==> src/rtl/dcache_store_buf.sv <==
// dcache_store_buf: write store buffer between the core and the dcache
// Optional feature macro: STBUF_FWD_EN (store-to-load forwarding and read bypass).
// Ports:
//   clk, reset        single clock, synchronous active-low reset
//   req_*             upstream request (op 0 read, 1 write), accepted on req_valid & req_ready
//   rsp_rvalid/rdata  one-cycle read response pulse, rsp_rdata holds between pulses
//   buf_empty         no buffered writes
//   dc_*              dcache request (dc_ready = taken) and read return (dc_rvalid/dc_rdata)
module dcache_store_buf #(
    parameter int DEPTH = 4
) (
    input  logic        clk,
    input  logic        reset,
    input  logic        req_valid,
    input  logic        req_op,
    input  logic [31:0] req_addr,
    input  logic        req_uncached,
    input  logic [3:0]  req_strb,
    input  logic [31:0] req_wdata,
    output logic        req_ready,
    output logic        rsp_rvalid,
    output logic [31:0] rsp_rdata,
    output logic        buf_empty,
    output logic        dc_valid,
    output logic        dc_op,
    output logic [31:0] dc_addr,
    output logic        dc_uncached,
    output logic [3:0]  dc_strb,
    output logic [31:0] dc_wdata,
    input  logic        dc_ready,
    input  logic        dc_rvalid,
    input  logic [31:0] dc_rdata
);
    localparam int AW = $clog2(DEPTH);
    localparam int CW = AW + 1;

    typedef enum logic [2:0] {IDLE, RD_DRAIN, RD_REQ, RD_WAIT, RD_FWD} state_t;
    state_t state, state_nxt, rd_target;

    logic [31:0]   q_addr  [DEPTH];
    logic          q_unc   [DEPTH];
    logic [3:0]    q_strb  [DEPTH];
    logic [31:0]   q_wdata [DEPTH];
    logic [AW-1:0] head, tail;
    logic [CW-1:0] count, count_nxt;
    logic          full, empty, drain, rd_req, enq, deq, rd_acc, rsp_fire;
    logic [31:0]   rd_addr, rsp_src;
    logic          rd_unc;

    assign full      = count == CW'(DEPTH);
    assign empty     = count == '0;
    assign buf_empty = empty;
    // Outputs that drive handshakes are held low while reset is asserted.
    assign req_ready = reset && state == IDLE && (!req_op || !full);
    assign enq       = req_valid && req_ready && req_op;
    assign rd_acc    = req_valid && req_ready && !req_op;
    assign drain     = reset && (state == IDLE || state == RD_DRAIN) && !empty;
    assign rd_req    = reset && state == RD_REQ;
    assign deq       = drain && dc_ready;
    assign count_nxt = count + CW'(enq) - CW'(deq);

    assign dc_valid    = drain || rd_req;
    assign dc_op       = drain;
    assign dc_addr     = drain ? q_addr[head] : rd_req ? rd_addr : '0;
    assign dc_uncached = drain ? q_unc[head] : rd_req ? rd_unc : 1'b0;
    assign dc_strb     = drain ? q_strb[head] : '0;
    assign dc_wdata    = drain ? q_wdata[head] : '0;

    assign rsp_fire = state == RD_FWD || (state == RD_REQ && dc_ready && dc_rvalid) ||
                      (state == RD_WAIT && dc_rvalid);

`ifdef STBUF_FWD_EN
    logic          fwd_hit, fwd_full;
    logic [AW-1:0] fwd_idx;
    logic [31:0]   fwd_data;

    // Scan oldest to youngest so the last match wins (youngest store).
    always_comb begin
        fwd_hit = 1'b0;
        fwd_idx = '0;
        for (int i = 0; i < DEPTH; i++) begin
            if (CW'(i) < count && q_addr[head + AW'(i)][31:2] == req_addr[31:2]) begin
                fwd_hit = 1'b1;
                fwd_idx = head + AW'(i);
            end
        end
    end

    assign fwd_full  = fwd_hit && !q_unc[fwd_idx] && q_strb[fwd_idx] == 4'hF;
    assign rd_target = req_uncached ? (empty ? RD_REQ : RD_DRAIN) :
                       fwd_hit ? (fwd_full ? RD_FWD : RD_DRAIN) : RD_REQ;
    assign rsp_src   = state == RD_FWD ? fwd_data : dc_rdata;

    always_ff @(posedge clk) begin
        if (!reset)
            fwd_data <= '0;
        else if (rd_acc)
            fwd_data <= q_wdata[fwd_idx];
    end
`else
    assign rd_target = empty ? RD_REQ : RD_DRAIN;
    assign rsp_src   = dc_rdata;
`endif

    always_comb begin
        state_nxt = state;
        case (state)
            IDLE:     if (rd_acc) state_nxt = rd_target;
            RD_DRAIN: if (count_nxt == '0) state_nxt = RD_REQ;
            RD_REQ:   if (dc_ready) state_nxt = dc_rvalid ? IDLE : RD_WAIT;
            RD_WAIT:  if (dc_rvalid) state_nxt = IDLE;
            RD_FWD:   state_nxt = IDLE;
            default:  state_nxt = IDLE;
        endcase
    end

    always_ff @(posedge clk) begin
        if (!reset) begin
            state      <= IDLE;
            head       <= '0;
            tail       <= '0;
            count      <= '0;
            rd_addr    <= '0;
            rd_unc     <= 1'b0;
            rsp_rvalid <= 1'b0;
            rsp_rdata  <= '0;
        end else begin
            state      <= state_nxt;
            count      <= count_nxt;
            rsp_rvalid <= rsp_fire;
            if (enq) tail <= tail + 1'b1;
            if (deq) head <= head + 1'b1;
            if (rd_acc) begin
                rd_addr <= req_addr;
                rd_unc  <= req_uncached;
            end
            if (rsp_fire) rsp_rdata <= rsp_src;
        end
    end

    // Entry storage needs no reset: validity is carried by the pointers and count.
    always_ff @(posedge clk) begin
        if (enq) begin
            q_addr[tail]  <= req_addr;
            q_unc[tail]   <= req_uncached;
            q_strb[tail]  <= req_strb;
            q_wdata[tail] <= req_wdata;
        end
    end
endmodule

==> config.mk <==
export PLATFORM = sky130hd
export DESIGN_NAME = dcache_store_buf
export DESIGN_NICKNAME = d
export VERILOG_FILES = /design/src/rtl/dcache_store_buf.sv
export SDC_FILE = /design/constraint.sdc
export NUM_CORES = 1
export LEC_CHECK = 0
export BUFFER_PORTS_ARGS = -buffer_cell sky130_fd_sc_hd__buf_2
export CORE_MARGIN = 2
export CORE_UTILIZATION = 43
export DETAILED_ROUTE_END_ITERATION = 8
export SLEW_MARGIN = 25
export SYNTH_ARGS = -nofsm -noshare
export SYNTH_HDL_FRONTEND = slang
export SYNTH_SLANG_ARGS = --single-unit
export TNS_END_PERCENT = 100
==> constraint.sdc <==
create_clock -name clk -period 4.3 [get_ports clk]
set_input_delay 0.645 -clock clk [delete_from_list [all_inputs] [get_ports clk]]
set_output_delay 0.645 -clock clk [all_outputs]
set_load 0.1 [all_outputs]
==> After elaboration in Yosys (flattened, before gate mapping) <==
Memories as Yosys holds them, arrays and structs flattened. A register that Yosys moved wholly into a read port is not among the register bits.
Cells that the tools add are included.
{ "word_totals": {"ff_bits": 76, "memories": 4, "mem_bits_rw": 276, "elab_cells": 72, "in_bits": 107} }
{ "memory_table": {"columns": ["name", "depth", "width", "rd", "rd_clocked_by_memory_dff", "wr", "line", "text"], "rows": [
  ["q_addr", 4, 32, 1, 1, 1, "40", "logic [31:0] q_addr [DEPTH];"],
  ["q_wdata", 4, 32, 1, 1, 1, "43", "logic [31:0] q_wdata [DEPTH];"],
  ["q_strb", 4, 4, 1, 1, 1, "42", "logic [3:0] q_strb [DEPTH];"],
  ["q_unc", 4, 1, 1, 1, 1, "41", "logic q_unc [DEPTH];"]
]} }
{ "classes": {"mux": 23, "n_eq_ne": 9, "n_addsub": 4, "n_reduce_logical": 24} }
{ "op_table": {"columns": ["operator", "n"], "rows": [
  ["2-to-1 mux 32 bit", 3],
  ["2-to-1 mux 2 bit", 10],
  ["logical AND 1 bit", 12],
  ["2-to-1 mux 3 bit", 4],
  ["one-hot mux 3 bit (4 select lines)", 1],
  ["logical NOT 3 bit", 3],
  ["== test 3 x 2 -> 1 bit, second input constant", 2],
  ["== test 3 bit, second input constant", 2],
  ["!= test 2 bit, second input constant", 3],
  ["logical OR 1 bit", 5],
  ["adder 2 x 1 -> 2 bit, second input constant", 2],
  ["2-to-1 mux 1 bit", 4],
  ["2-to-1 mux 4 bit", 1],
  ["AND reduction 4 bit", 1],
  ["adder 3 x 1 -> 3 bit", 1],
  ["== test 3 x 1 -> 1 bit, second input constant", 1],
  ["logical NOT 1 bit", 3],
  ["subtractor 3 x 1 -> 3 bit", 1],
  ["!= test 2 x 1 -> 1 bit, second input constant", 1]
]} }

==> Depth between registers and ports, before layout <==
Gate-level depths: netlist of run 1.
{ "logic_depth": {"word_depth": 11, "mapped_depth": 14, "mapped_depth_nobuf": 13} }

==> Worst setup path after synthesis of run 1 <==
OpenSTA, ideal clock, no wires.
{ "synth_timing": {"kind": "reg-to-reg", "startpoint": "register state[1]", "endpoint": "memory q_addr[0][0], enable pin", "t_arrival_ns": 2.719, "setup_ns": 0.435, "path_slack_ns": 1.146, "stages_incl_launch_ff": 6, "path_cell_list": "dfxtp_1 > buf_6 > or2_4 > a31oi_1 > and4_1 > and2_1"} }
{ "synth_via": {"elab_chain_len": 7} }
{ "synth_rtl": {"columns": ["item", "line", "text"], "rows": [
  ["from (decl)", "38", "state_t state, state_nxt, rd_target;"],
  ["from (signal assigned)", "128", "state <= state_nxt;"],
  ["logical NOT 3 bit", "54", "assign req_ready = reset && state == IDLE && (!req_op || !full);"],
  ["logical AND 1 bit (2 in series)", "54", null],
  ["logical AND 1 bit (2 in series)", "55", "assign enq = req_valid && req_ready && req_op;"],
  ["2-to-1 mux 1 bit", "143", "if (enq) begin"],
  ["2-to-1 mux 1 bit (implied by the code)", "144", "q_addr[tail] <= req_addr;"],
  ["to (decl)", "40", null]
]} }
No other way between the ends.

==> Worst setup path in the final report of run 1 <==
{ "layout_timing": {"startpoint": "register state[1]", "endpoint": "output port dc_addr[30]"} }
{ "layout_via": {"elab_chain_len": 5, "word_cells_on_any_way": 9} }
{ "layout_rtl": {"columns": ["item", "line", "text"], "rows": [
  ["== test 3 x 1 -> 1 bit / logical NOT 3 bit (equally long branches)", "57", "assign drain = reset && (state == IDLE || state == RD_DRAIN) && !empty;"],
  ["logical OR 1 bit", "57", null],
  ["logical AND 1 bit (2 in series)", "57", null],
  ["2-to-1 mux 32 bit (*)", "64", "assign dc_addr = drain ? q_addr[head] : rd_req ? rd_addr : '0;"],
  ["to (decl)", "26", "output logic [31:0] dc_addr,"]
]} }
Mark *: on every way between the ends. The rest lies on a longest branch, timed or not.

==> metrics.md, run 1 <==
| Metric | Value |
|---|---|
| Vias per cell | `5.201` |
| Share of layout cells above drive strength 1 | `between 30% and 40%` |
| Core Region | `~31000 um2` |
| WS Path Type | `reg -> out` |
| Initial Utilization | `around 43%` |
| Seq/Total Area, Yosys | `between 70 and 80%` |
| CP Capture Type | `output pin` |
| CP max stage delay | `about 400 ps` |
| RSZ-0062 raised after global routing | `no` |
| Relative slew slack | `44.70%` |
| Most common cell in the synthesized netlist | `edfxtp_1` |
| Hold Path Class | `in -> reg` |
| Grt ovf | `0` |
| First-pass GRT wire length | `44550 um` |
| Site Rows | `65` |
| DRT Pass-1 Iters | `5` |
| Total power | `~0.010 W` |
| Post-route minimum period | `about 3100 ps` |
| Syn Nets | `a little over 900` |
| Nets | `~1100` |
| R2R depth | `13` |
| Fillcell total | `~2500` |
| GRT Max-Usage Layer | `met2` |
| Critical Path Start Type | `flip-flop` |
| Post-Syn Instances | `roughly 810` |
| Number of remaining DRC errors | `0` |
| CTS H-Tree Depth | `2` |
| Met1 Usage GRT | `23.30%` |
| PortBufs | `between 200 and 250` |
| CP dominant cell by count | `buf_4` |
| Switching Fraction | `34.34%` |
| Yosys top cell area share | `between 60% and 70%` |
| Setup bufs post-CTS | `0` |
| CTS max path bufs | `3` |
| Psw | `~0.0036 W` |
| Worst Skew | `10.84 ps` |
| Tcrit/Tclk final | `about 73%` |
| Synth warn | `0` |
| Worst Hold Depth | `1` |
| Die width | `approximately 180 um` |
| Status | `finished clean` |
| Setup TNS | `0 ps` |
| Synth cell types | `38` |
| Grt met3 use | `under 10%` |
| CTS Buf Count | `38` |
| Routability cong. | `roughly 0.75` |
| Hold worst-path end | `q_wdata[1][7]$_DFFE_PP_` |
| Clk_lat worst skew | `between 500 and 600 ps` |
| VDD IR max | `just under 0.5 mV` |
| Post-synth top flop | `edfxtp_1` |
| Critical path, cell by cell | `nor2b_2, buf_4, and2_1, buf_4, a22o_1, buf_12` |
| Synth top area cells | `edfxtp_1 (61%), mux4_2 (11%), dfxtp_1 (11%)` |
| Slowest stage cell, crit path | `dfxtp_1` |
| GR Util All Layers | `~17%` |
| # hold bufs at CTS | `0` |
| Top cells by count, synth | `edfxtp_1 (276), nand2_1 (136), dfxtp_1 (77)` |
| Post-cts sizing count | `0` |
| Crit path DAT | `2480 ps` |
| Final core occ | `around 55%` |
| Fin. Hold Viols | `0` |
| Antenna Nets Post-Route | `0` |
| Area Overhead vs Synth | `26.93%` |
| Initial antenna violation count | `3` |
| Final setup fails | `0` |
| Reg2reg end | `state[1]$_SDFFE_PN0P_` |
| Syn Area/Cell | `approximately 17 um2` |
| Pwr Density | `about 600 nW/um2` |
| Clk pin slew, worst setup/hold paths | `roughly 60 ps` |
| Die Footprint | `33250 um2` |
| Slew @ Worst Pin | `roughly 830 ps` |
| Async SR Flop Fraction | `0%` |
| Reg-to-Reg Start | `state[1]$_SDFFE_PN0P_` |
| Pleak | `around 6.1 nW` |
| Number of synthesized flops with an enable pin | `276` |
| Hold_sp | `req_wdata[7]` |
| Max-cap viol count | `0` |
| Clock power frac | `29.5%` |
| Number of synthesized register bits | `about 350` |
| R2r setup slk | `1250 ps` |
| Hold WS | `between 300 and 400 ps` |
| Flop pwr share | `about 38%` |
| Grt met2 use | `~29%` |
| Largest net degree at the start of global routing | `68` |
| Final Max Tran Viols | `0` |
| Routed vias | `7568` |
| Worst EP required | `3650 ps` |
| Comb power frac | `32.8%` |
| Worst-path fanout max | `38` |
| I/O pin total | `213` |
| Chip height | `between 150 and 200 um` |
| Clk sinks | `353` |
| CTS tree | `built` |
| Cell-internal power | `~0.0068 W` |
| HPWL after DPL | `17500 um` |
| Vias in the first global route | `slightly below 8000` |
| Routed length per instance | `19.82 um` |
| CTS root buf | `clkbuf_16` |
| DRT Wirelength | `between 20000 and 30000 um` |
| 1st-iter DRT viols | `487` |
| Netlist Area Pre-Place | `13680 um2` |
| Area leader, netlist | `edfxtp_1` |
| Fmax achieved | `between 300 and 400 MHz` |
## through the flow
stage          instance area (um2)  setup WS, ps  cells
3_5_place_dp                 16170          1153   1384
3_3_place_gp                 16140          1242   1383
2_1_floorplan                13680          1146    808
5_1_grt                      17360         901.8   1453
4_1_cts                      17360          1148   1453
6_report                     17360          1176   1455
## how the worst max path moves through the flow
stage	start	cells after the start	slack [ps]	endpoint
after global routing	state[1]$_SDFFE_PN0P_	13	900	state[1]$_SDFFE_PN0P_
after CTS	state[1]$_SDFFE_PN0P_	6	1150	dc_addr[30]
after floorplan	state[1]$_SDFFE_PN0P_	5	1150	q_addr[0][0]$_DFFE_PP_
after global placement	req_op	13	1240	state[1]$_SDFFE_PN0P_
final	state[1]$_SDFFE_PN0P_	6	1180	dc_addr[30]
after detailed placement	req_op	13	1150	state[1]$_SDFFE_PN0P_
## cells in the final DEF (no fill, tap or decap), types with 2 or more instances in the layout
cell type and n:
clkbuf_1 14, mux2i_1 2, edfxtp_1 276, clkinv_2 5, and2_1 7, and2_4 4, clkinv_1 5, a31oi_1 2
nor2b_2 2, and3_1 37, a21boi_1 19, clkbuf_16 41, buf_2 141, clkbuf_8 2, a22o_1 33, diode_2 2
dfxtp_1 75, buf_4 16, nor2_2 2, buf_12 72, nor2b_1 5, a21boi_0 46, xnor2_1 2, nor2_1 4
xor2_1 2, nand2_1 136, dfxtp_4 2, ha_1 6, mux4_2 69, inv_1 6
## critical path, delay by kind of cell (launching register included)
| kind | cells | cell delay (ps) |
|---|---|---|
| compound gates | 1 | 270 |
| simple gates | 2 | 340 |
| buf+inv | 3 | 910 |
| flops | 1 | 400 |
## layout make-up
| type | instances | area (um2) | area share (%) |
|---|---|---|---|
| timing repair buffer | 230 | 2295 | 13.22 |
| antenna | 2 | 5.005 | 0.02883 |
| inverter | 6 | 22.52 | 0.1297 |
| multi-input combinational | 393 | 3512 | 20.23 |
| clock buffer | 57 | 1106 | 6.371 |
| sequential | 353 | 9837 | 56.66 |
| tap | 402 | 503.0 | 2.897 |
| clock inverter | 12 | 81.33 | 0.4684 |
## power by group through the flow
| stage | combinational [W] | sequential (W) | clock, W |
|---|---|---|---|
| global placement | 0.00343 | 0.00401 | 0 |
| CTS | 0.00346 | 0.00393 | 0.00317 |
| floorplan | 0.00227 | 0.00409 | 0 |
| detailed placement | 0.00346 | 0.00400 | 0 |
| global route | 0.00358 | 0.00395 | 0.00330 |
| finish | 0.00342 | 0.00393 | 0.00307 |
## logic make-up (layout without fill, tap and decap cells)
family,after synthesis,count (layout),synth area share (%)
DFF,353,353,71.86
and+or+nand+nor,203,203,6.778
AOI/OAI and AO/OA,108,108,6.312
muxes,71,71,11.51
buffers and inverters,62,305,2.589
adders and majority gates,7,7,0.6952
xor gates and xnor gates,4,4,0.2562
other,0,2,0
## sequential cells by signal (all words and copies together) (netlist names), 3 cells and up, named ones only
name and count:
q_wdata 128, q_unc 4, q_addr 128, rsp_rdata 32, count 3, rd_addr 32
q_strb 16
## layer usage
| metal | share of wire (%) | wire, um |
|---|---|---|
| met1 | 43 | 12410 |
| met2 | 49 | 14130 |
| met3 | 6.2 | 1790 |
| met4 | 1.7 | 484 |
| met5 | 0.076 | 22 |
Note: power is estimated with default switching activity, not from simulation.
==> inputs of run 2 (changes only) <==
PLACE_DENSITY = 0.66   (was not set)
clock period = 2.61 ns   (was 4.3 ns; I/O delays follow)
==> metrics.md, run 2 (synthesis results as in run 1) <==
| Metric | Value |
|---|---|
| Most frequent cells in the layout | `edfxtp_1 (276), buf_2 (140), nand2_1 (136)` |
| Critical Path Start Type | `flip-flop` |
| CP dominant cell by count | `inv_1` |
| DRT Wirelength | `30070 um` |
| Most common cell after layout, fill and taps aside | `edfxtp_1` |
| First-pass GRT wire length | `45890 um` |
| DRT Pass-1 Iters | `4` |
| CTS Buf Count | `38` |
| Site Rows | `65` |
| Final Max Tran Viols | `0` |
| Routed length per instance | `approximately 20 um` |
| CP max stage delay | `350 ps` |
| WS Path Type | `reg -> reg` |
| Worst EP required | `roughly 3000 ps` |
| Comb power frac | `between 30 and 40%` |
| Placed Cells | `roughly 1400` |
| Status | `finished with violations` |
| Chip height | `approximately 180 um` |
| Fmax achieved | `roughly 360 MHz` |
| Failing checks | `negative setup slack` |
| Slew @ Worst Pin | `817.2 ps` |
| Final setup fails | `2` |
| Vias in the first global route | `just over 8000` |
| RSZ-0062 raised after global routing | `yes` |
| Placed Area | `approximately 16000 um2` |
| Worst-path fanout max | `2` |
| Fin. Hold Viols | `0` |
| Clk pin slew, worst setup/hold paths | `60 ps` |
| Register Area | `about 10000 um2` |
| Number of remaining DRC errors | `0` |
| Cell-internal power | `0.01157 W` |
| Initial antenna violation count | `4` |
| Bufs and invs on worst path | `3` |
| Hold Path Class | `in -> reg` |
| Psw | `0.006063 W` |
| Routability cong. | `about 0.76` |
| Grt ovf | `0` |
| 1st-iter DRT viols | `between 400 and 500` |
| Clk sinks | `roughly 350` |
| Routed vias | `roughly 7700` |
| HPWL after DPL | `~18000 um` |
| Total power | `0.01763 W` |
| Relative slew slack | `between 40% and 50%` |
| Multi-input logic area | `between 3000 and 4000 um2` |
| Finished Layout Cells | `approximately 1500` |
| Pwr Density | `990.1 nW/um2` |
| Largest registers | `q_addr: 128 flops, q_wdata: 128 flops` |
| Area Overhead vs Synth | `30.21%` |
| VDD IR max | `approximately 0.86 mV` |
| Tcrit/Tclk final | `105.4%` |
| Max-cap viol count | `0` |
| Flop pwr share | `around 37%` |
| Clock power frac | `between 20% and 30%` |
| CTS H-Tree Depth | `2` |
| CTS tree | `built` |
| Largest net degree at the start of global routing | `53` |
| Switching Fraction | `approximately a third` |
| Die width | `around 180 um` |
| Crit path DAT | `around 3200 ps` |
| Antenna Nets Post-Route | `0` |
| Die Footprint | `~33000 um2` |
| Pleak | `6.273 nW` |
| CP Capture Type | `flip-flop` |
| I/O pin total | `213` |
| CTS root buf | `clkbuf_16` |
| Share of layout cells above drive strength 1 | `a little under two fifths` |
| Critical path, cell by cell | `or2_4, a31oi_4, and4_1, inv_1, ha_1, inv_1, ha_1, inv_1, fa_2, xor2_2, xnor2_1, a31oi_1, o31ai_1` |
| PortBufs | `roughly 210` |
| Clk_lat worst skew | `approximately 510 ps` |
| Initial Utilization | `43.46%` |
| Worst Setup Slack post-DPL | `-28.76 ps` |
| Final worst slack | `-142.0 ps` |
| Vias per cell | `5.238` |
| CTS max path bufs | `3` |
| Worst Skew | `roughly 19 ps` |
| Final Cell Area | `between 15000 and 20000 um2` |
| # hold bufs at CTS | `0` |
| Nets | `roughly 1200` |
| Core Region | `31470 um2` |
| GR Util All Layers | `between 10% and 20%` |
| Fillcell total | `between 2000 and 2500` |
| Top delay family on crit path | `adder cells` |
| Slowest stage cell, crit path | `fa_2` |
| Post-route minimum period | `2752 ps` |
run 2: cell count changes in the layout (fill, tap and decap cells not counted), moves of 5 or more:
| cell | previous run | this run |
|---|---|---|
| and3_1 | 37 | 26 |
| buf_4 | 16 | 21 |
| buf_12 | 72 | 81 |
| and3_4 | 0 | 10 |
run 2: layer usage:
metal	vias to the layer above	share of wire [%]	global-route usage, %
met4	0	1.6	5.097
met2	201	51	29.66
met5	-	0	0
met3	36	5.7	4.111
met1	3923	42	23.88
li1	3571	-	-
run 2: path summary, 6_finish.rpt:
check / from / cells after the start / slack [ps] / end
setup / recovery: state[0]$_SDFFE_PN0P_ / 13 / -140 / state[1]$_SDFFE_PN0P_
hold / removal: req_wdata[22] / 1 / 90 / q_wdata[0][22]$_DFFE_PP_
setup reg to reg: state[0]$_SDFFE_PN0P_ / 13 / -140 / state[1]$_SDFFE_PN0P_
hold reg to reg: head[1]$_SDFFE_PN0P_ / 1 / 440 / flip-flop
run 2: final cells by class:
type	count	share of cell area, %
diodes	4	0.05620
clock buffers	56	6.007
clock inverters	13	0.6885
inverters	6	0.1265
multi-input cells	393	20.26
flip-flops and latches	353	55.24
well taps	402	2.824
repair buffers	249	14.80
run 2: what timing repair did:
| action | in CTS | in global routing |
|---|---|---|
| pin swaps | 0 | 4 |
| setup endpoints to repair | 41 | 36 |
| buffers inserted | 0 | 4 |
| cloned | 1 | 3 |
| gates resized for setup | 13 | 7 |
run 2: power groups by stage:
stage	registers (W)	clock network [W]	logic [W]
final	0.00645	0.00509	0.00609
after global routing	0.00647	0.00546	0.00634
after CTS	0.00646	0.00523	0.00598
after detailed placement	0.00657	0	0.00588
after global placement	0.00655	0	0.00586
after floorplan	0.00674	0	0.00375
run 2: metrics by stage:
step	hold slack, ps	util [%]	TNS (ps)
5_1_grt	73.05	56.57	-590.2
3_3_place_gp	435.2	52.05	0
3_5_place_dp	441.5	52.05	-28.76
6_report	85.96	56.59	-194.2
2_1_floorplan	426.6	-	0
4_1_cts	66.55	56.12	-137.0
==> inputs of run 3 (changes only) <==
CORE_UTILIZATION = 51   (was 43)
PLACE_DENSITY = 0.76   (was 0.66)
SKIP_LAST_GASP = 1   (was not set)
==> metrics.md, run 3 (synthesis results as in run 1) <==
| Metric | Value |
|---|---|
| Largest registers | `q_addr: 128 flops, q_wdata: 128 flops` |
| Routability cong. | `0.7828` |
| Relative slew slack | `between 50% and 60%` |
| Area Overhead vs Synth | `33.09%` |
| DRT Pass-1 Iters | `5` |
| Vias in the first global route | `around 8000` |
| Setup TNS | `-129.1 ps` |
| 1st-iter DRT viols | `712` |
| Share of layout cells above drive strength 1 | `a little over two fifths` |
| CTS max path bufs | `3` |
| Initial antenna violation count | `5` |
| I/O pin total | `213` |
| Grt met3 use | `3.782%` |
| Tcrit/Tclk final | `102.9%` |
| Hold worst-path end | `q_wdata[2][18]$_DFFE_PP_` |
| Reg2reg end | `state[1]$_SDFFE_PN0P_` |
| Most common cell after layout, fill and taps aside | `edfxtp_1` |
| Fmax achieved | `between 300 and 400 MHz` |
| Number of remaining DRC errors | `0` |
| CTS H-Tree Depth | `2` |
| Hold WS | `~91 ps` |
| Initial Utilization | `around 52%` |
| Hold_sp | `req_wdata[18]` |
| CP dominant cell by count | `inv_2` |
| Critical path, cell by cell | `or2_4, a31oi_4, and4_4, inv_2, ha_4, inv_2, ha_4, inv_2, fa_2, xor2_1, xnor2_1, a31oi_1, o31ai_1` |
| Critical Path Start Type | `flip-flop` |
| R2r setup slk | `-70 ps` |
| Worst-path fanout max | `2` |
| Clk_lat worst skew | `between 500 and 600 ps` |
| Slowest stage cell, crit path | `fa_2` |
| Worst Skew | `between 15 and 20 ps` |
| Vias per cell | `between 5 and 6` |
| GRT Max-Usage Layer | `met2` |
| Worst Hold Depth | `1` |
| Most frequent cells in the layout | `edfxtp_1 (276), buf_2 (141), nand2_1 (136)` |
| First-pass GRT wire length | `47620 um` |
| VDD IR max | `0.7212 mV` |
| CP Capture Type | `flip-flop` |
| Routed vias | `~8100` |
| Grt met2 use | `a little under two fifths` |
| Failing checks | `negative setup slack` |
| Final worst slack | `-74.65 ps` |
| CP max stage delay | `~330 ps` |
| GR Util All Layers | `22.45%` |
| Core Region | `~26000 um2` |
| Pleak | `approximately 6.5 nW` |
| Chip height | `around 170 um` |
| Nets | `roughly 1200` |
| RSZ-0062 raised after global routing | `yes` |
| DRT Wirelength | `roughly 33000 um` |
| Hold Path Class | `in -> reg` |
| CTS root buf | `clkbuf_16` |
| Fin. Hold Viols | `0` |
| Final setup fails | `3` |
| WS Path Type | `reg -> reg` |
| Pwr Density | `1013 nW/um2` |
| Routed length per instance | `~23 um` |
| Crit path DAT | `around 3100 ps` |
| Status | `finished with violations` |
| Worst EP required | `3020 ps` |
| Largest net degree at the start of global routing | `between 70 and 80` |
| Clk pin slew, worst setup/hold paths | `roughly 60 ps` |
| HPWL after DPL | `~18000 um` |
| PortBufs | `roughly 210` |
| R2R depth | `13` |
| CTS Buf Count | `36` |
| Antenna Nets Post-Route | `0` |
| Slew @ Worst Pin | `roughly 700 ps` |
| Final Max Tran Viols | `0` |
| Met1 Usage GRT | `roughly 29%` |
| Die Footprint | `between 20000 and 30000 um2` |
| CTS tree | `built` |
| Max-cap viol count | `0` |
| Post-route minimum period | `roughly 2700 ps` |
| Site Rows | `59` |
| Reg-to-Reg Start | `state[1]$_SDFFE_PN0P_` |
| Die width | `~170 um` |
| Grt ovf | `0` |
| Clk sinks | `approximately 350` |
## run 3: changes by cell type in the layout (fill, tap and decap cells not counted), sizes merged
cell / before / now
clkinvlp: 1 / 2
clkbuf: 58 / 53
clkinv: 8 / 11
buf: 247 / 262
bufinv: 2 / 3
bufbuf: 0 / 2
## run 3: final cells by class
class                   instances  area [um2]
inverters                       6       22.52
clock inverters                18       175.2
diodes                          4       10.01
multi-input cells             393        3777
fillers                      1600        8003
repair buffers                269        2963
flip-flops and latches        353        9839
clock buffers                  48       997.2
well taps                     335       419.2
## run 3: power breakdown
| part | total (W) | internal (W) | switching [W] |
|---|---|---|---|
| registers | 0.00648 | 0.00634 | 0.000132 |
| clock network | 0.00506 | 0.00300 | 0.00206 |
| logic | 0.00690 | 0.00273 | 0.00417 |
| total | 0.0184 | 0.0121 | 0.00636 |
## run 3: how the worst max path moves through the flow
stage	start	depth (start not counted)	to	slack [ps]
after global routing	state[1]$_SDFFE_PN0P_	13	state[1]$_SDFFE_PN0P_	-190
after floorplan	state[0]$_SDFFE_PN0P_	14	state[0]$_SDFFE_PN0P_	8
final	state[1]$_SDFFE_PN0P_	13	state[1]$_SDFFE_PN0P_	-70
after detailed placement	state[0]$_SDFFE_PN0P_	13	state[1]$_SDFFE_PN0P_	-30
after CTS	flip-flop	5	dc_wdata[9]	-30
after global placement	state[0]$_SDFFE_PN0P_	13	state[0]$_SDFFE_PN0P_	90
## run 3: what timing repair did
action / in CTS / in global routing
gates cloned: 3 / 6
endpoints found under the setup margin: 72 / 69
pin swaps: 2 / 16
setup buffers: 9 / 8
hold buffers: 0 / 0
resized for setup: 13 / 50
## run 3: critical path, delay by kind of cell (launching register included)
kind	cells	cell delay (ps)
buf+inv	3	140
simple gates	2	500
xor+xnor	2	390
compound gates	3	590
fa+ha+maj	3	660
flops	1	320
## run 3: layer usage
| layer | routed length, um | part of all wire [%] |
|---|---|---|
| met1 | 12580 | 38 |
| met2 | 17130 | 52 |
| met3 | 2265 | 6.9 |
| met4 | 1037 | 3.1 |
| met5 | 0 | 0 |
## run 3: stage by stage
step	utilization (%)	area [um2]	total power, W	setup slack (ps)	cells
2_1_floorplan	-	13690	0.01048	8.066	808
3_3_place_gp	62.25	16310	0.01241	88.44	1330
3_5_place_dp	62.25	16310	0.01247	-27.51	1330
4_1_cts	67.71	17740	0.01802	-26.88	1408
5_1_grt	69.46	18200	0.01896	-194.1	1426
6_report	69.46	18200	0.01843	-74.65	1426
